$ cat src/rtl/clk_train_pkg.sv
// Shared definitions for the forwarded-clock training pattern.
// Used by the TX clock gate generator and the RX pattern checker.
package clk_train_pkg;

    typedef enum logic [1:0] {
        ST_IDLE     = 2'd0,
        ST_WAIT_ACT = 2'd1,
        ST_TRACK    = 2'd2,
        ST_DONE     = 2'd3
    } chk_state_e;

    localparam int DEF_EXP_ITER   = 128;
    localparam int DEF_PASS_MIN   = 112;
    localparam int DEF_TIMEOUT    = 255;
    localparam int DEF_END_IDLE   = 4;
    // One 1,1,0 group carries two pattern iterations.
    localparam int ITER_PER_GROUP = 2;

    localparam logic [2:0] RUN_SAT = 3'd7;

    function automatic logic [7:0] add_group_iters(input logic [7:0] count);
        logic [8:0] sum;
        sum = {1'b0, count} + 9'(ITER_PER_GROUP);
        return sum[8] ? 8'hFF : sum[7:0];
    endfunction

    function automatic logic [2:0] run_inc(input logic [2:0] run);
        return (run == RUN_SAT) ? RUN_SAT : run + 3'd1;
    endfunction

endpackage

$ cat src/rtl/clk_run_length_tracker.sv
// Measures active/idle run lengths of the forwarded-clock activity flag and
// flags group boundaries (idle->active edge) and the end-of-pattern idle stretch.
module clk_run_length_tracker
    import clk_train_pkg::*;
#(
    parameter int END_IDLE = DEF_END_IDLE
)(
    input  logic i_dig_clk,
    input  logic i_rst,
    input  logic i_clear,
    input  logic i_arm,
    input  logic i_track,
    input  logic i_rx_clk_active,
    output logic o_group_close,
    output logic o_group_good,
    output logic o_end_of_pattern
);

    localparam logic [2:0] END_IDLE_M1 = 3'(END_IDLE - 1);

    logic [2:0] act_run_r;
    logic [2:0] idle_run_r;
    logic       act_ok_s;
    logic       idle_ok_s;

    assign act_ok_s  = (act_run_r == 3'd1) || (act_run_r == 3'd2);
    assign idle_ok_s = (idle_run_r == 3'd1) || (idle_run_r == 3'd2);

    // Run-length counters; arming seeds the first burst with the activating cycle.
    always_ff @(posedge i_dig_clk) begin
        if (i_rst || i_clear) begin
            act_run_r  <= 3'd0;
            idle_run_r <= 3'd0;
        end else if (i_arm) begin
            act_run_r  <= 3'd1;
            idle_run_r <= 3'd0;
        end else if (i_track) begin
            if (i_rx_clk_active) begin
                if (idle_run_r != 3'd0) begin
                    act_run_r  <= 3'd1;
                    idle_run_r <= 3'd0;
                end else begin
                    act_run_r  <= run_inc(act_run_r);
                end
            end else begin
                idle_run_r <= run_inc(idle_run_r);
            end
        end
    end

    // Group boundary decode; the final group has no trailing edge so only its burst is judged.
    always_comb begin
        o_group_close    = 1'b0;
        o_end_of_pattern = 1'b0;
        o_group_good     = 1'b0;
        if (i_track && i_rx_clk_active && (idle_run_r != 3'd0)) begin
            o_group_close = 1'b1;
            o_group_good  = act_ok_s && idle_ok_s;
        end else if (i_track && !i_rx_clk_active && (idle_run_r == END_IDLE_M1)) begin
            o_end_of_pattern = 1'b1;
            o_group_good     = act_ok_s;
        end else begin
            o_group_good = 1'b0;
        end
    end

endmodule

$ cat config.mk
export PLATFORM = sky130hd
export DESIGN_NAME = clk_run_length_tracker
export DESIGN_NICKNAME = d
export VERILOG_FILES = /design/src/rtl/clk_train_pkg.sv /design/src/rtl/clk_run_length_tracker.sv
export SDC_FILE = /design/constraint.sdc
export NUM_CORES = 1
export LEC_CHECK = 0
export BUFFER_PORTS_ARGS = -buffer_cell sky130_fd_sc_hd__buf_2
export CAP_MARGIN = 20
export CORE_AREA = 5 5 42 44
export DETAILED_ROUTE_END_ITERATION = 10
export DIE_AREA = 0 0 47 49
export MAX_ROUTING_LAYER = met4
export PLACE_DENSITY = 0.62
export RECOVER_POWER = 25
export SLEW_MARGIN = 20
export SYNTH_ARGS = -nofsm -noshare
export SYNTH_HDL_FRONTEND = slang
export SYNTH_SLANG_ARGS = --single-unit
export TNS_END_PERCENT = 100
$ cat constraint.sdc
create_clock -name i_dig_clk -period 1.85 [get_ports i_dig_clk]
set_input_delay 0.0925 -clock i_dig_clk [delete_from_list [all_inputs] [get_ports i_dig_clk]]
set_output_delay 0.0925 -clock i_dig_clk [all_outputs]
set_load 0.02 [all_outputs]
==> reports/results.txt <==
status: completed
WP data arrival: 1.58 ns
first-pass GRT wire length: 1.46 mm
Final Max Slew Viols: 0
flop-to-flop setup slack: 0.47 ns
Initial DRC Count: 3
Synth cell types: 24
DR WL/cell: 11.7 um
Antenna Nets Post-Route: 0
final hold vios: 0
Synth Area in Compound Gates: 15.3%
post-synth top area cell: dfxtp_1
drt total wl: 898 um
max capacitance violation total: 0
GPL Wtd Cong: 0.732
Area growth syn-to-layout: 17.5%
worst hold margin: 0.103 ns
root buf cell: clkbuf_4
gr ovfl total: 0
DP Worst Slack: 0.343 ns
Post-Synth Simple-Gate Area: 31.1%
most common flop cell mapped by yosys: dfxtp_1
hold path start: i_rst
antenna violations before repair: 0
Yosys top cell area share: 26.7%
r2r endpoint: idle_run_r[1]
CP endpoint kind: output port
clock skew: 0.00617 ns
cts bufs inserted: 3
Placed Area: 505 sq um
die area: 2300 sq um
synth warn: 0
number of enable flip-flop cells after synthesis: 0
worst reg2reg path startpoint: idle_run_r[1]
DP Wirelength: 693 um
fraction of layout cells with a size suffix above 1: 27.9%
Syn Inst Count: 51
TritonCTS clock tree: built
fraction of registers with async set/reset: 0%
xor/xnor share of the synthesized area: 0%
most frequent cell after synthesis: ha_1
clk_lat worst skew: 0.25 ns
IO Count: 9
Tot GR Track Use: 8.89%
post-synthesis mux area share: 2.22%
period utilisation layout: 90.3%
Worst-path clk slew: 0.05 ns
Initial Util: 32.1%
Area contributors post-synth: dfxtp_1 27%, ha_1 19%, a31oi_1 5.6%
port bufs: 8
crit path max fanout: 5
vias per inst: 5.06
cell depth of the worst flop-to-flop path: 5
row count: 14
DR vias: 390
DRC viols: 0
vias in the first global route: 337
relative slew slack: 84.8%
top cells by count, synth: 7 x ha_1, 6 x dfxtp_1, 5 x inv_1
flops & latches, synth: 6
power per cell area: 540 nW/um^2
pin count of the biggest net entering global routing: 10
CTS max path bufs: 2
HP Class: input port to flip-flop
total negative slack: 0 ns
Detailed Routing Iterations Pass 1: 2
htree depth: 1
ant diodes: 0
fin nets: 76
Die X: 47 um
leak pwr: 0.000225 uW
Worst-Margin Slew: 0.228 ns
# clock sinks: 6
Setup CP Type: flip-flop to output port
die height: 49 um
final instance area: 529 sq um
final worst slack: 0.180 ns
CP Launch Type: flip-flop
post-route minimum period: 1.67 ns
Hold Path End: act_run_r[0]
largest family of logic cells by synthesized area: simple AND/OR/NAND/NOR gates
fin util: 37.8%
CP max-delay cell: dfxtp_1
Post-Syn Area: 450 sq um
Peak VDD IR: 0.432 mV
unrepaired setup endpoints after global routing: false
syn nets: 64
Cell Chain, Critical Path: inv_1 -> ha_1 -> and4bb_1 -> a21oi_1 -> nor3_1 -> buf_2
Worst Path Required: 1.76 ns
core area: 1400 sq um
Fmax achieved: 599 MHz
Crit path largest cell delay: 0.40 ns
Hold Crit Depth: 3
register area share after synthesis: 26.7%
Crit. Startpoint: idle_run_r[1]
Mapped Avg Cell Area: 8.83 sq um
adder-cell area share of the yosys netlist: 19.4%
Setup-failing EPs final: 0
## logic make-up (layout without fill, tap and decap cells)
kind of cell / Yosys count / count (layout)
compound gates: 10 / 10
mux: 1 / 1
buf+inv: 6 / 16
flops: 6 / 6
fa+ha+maj: 7 / 7
simple gates: 21 / 21
## critical path, delay by kind of cell (launching register included)
| kind | cells | cell delay (ns) |
|---|---|---|
| fa+ha+maj | 1 | 0.20 |
| compound gates | 1 | 0.06 |
| buf+inv | 2 | 0.26 |
| simple gates | 2 | 0.41 |
| flops | 1 | 0.40 |
## sequential cells by signal, indices dropped and copies added, names as in the netlist
| register | cells |
|---|---|
| act_run_r | 3 |
| idle_run_r | 3 |
## placed cells by master, fill, tap and decap left out, types with 2 or more instances in the layout
master	n
buf_2	8
ha_1	7
inv_1	5
dfxtp_1	5
nor2_1	4
a31oi_1	4
a21oi_1	3
nor3_1	3
clkbuf_4	3
nand2_1	2
nand3_1	2
## cell type report
| class | count | area, sq um |
|---|---|---|
| inverter | 5 | 18.8 |
| multi-input combinational | 39 | 307 |
| timing repair buffer | 8 | 40.0 |
| clock buffer | 3 | 22.5 |
| tap | 16 | 20.0 |
| sequential | 6 | 121 |
| fill | 160 | 872 |
## report_power, final
| part | switching, uW | internal [uW] |
|---|---|---|
| Clock | 48.2 | 73.5 |
| Combinational | 16.9 | 13.0 |
| Sequential | 2.54 | 132 |
## worst max path at each step
stage,to,slack [ns],cells after the start
after floorplan,o_group_good,0.27,5
after CTS,o_group_good,0.08,6
after detailed placement,o_group_good,0.34,6
after global placement,o_group_good,0.37,6
final,o_group_good,0.18,6
after global routing,o_group_good,0.07,6
## stage by stage
stage          cells  power [uW]
2_1_floorplan     51         154
3_3_place_gp      74         166
3_5_place_dp      74         167
4_1_cts           77         290
5_1_grt           77         304
6_report          77         286
## repair_timing
action / 4_1_cts / 5_1_grt
gates resized for setup: 0 / 1
setup endpoints to repair: 0 / 1
buffers inserted: 0 / 0
hold buffers: 0 / 0
## layer usage
metal | GRT usage (%) | wire [um]
met1 | 12.6 | 447
met2 | 10.9 | 387
met3 | 5.54 | 54
met4 | 1.38 | 9
met5 | - | 0
(Power assumes the default switching activity.)
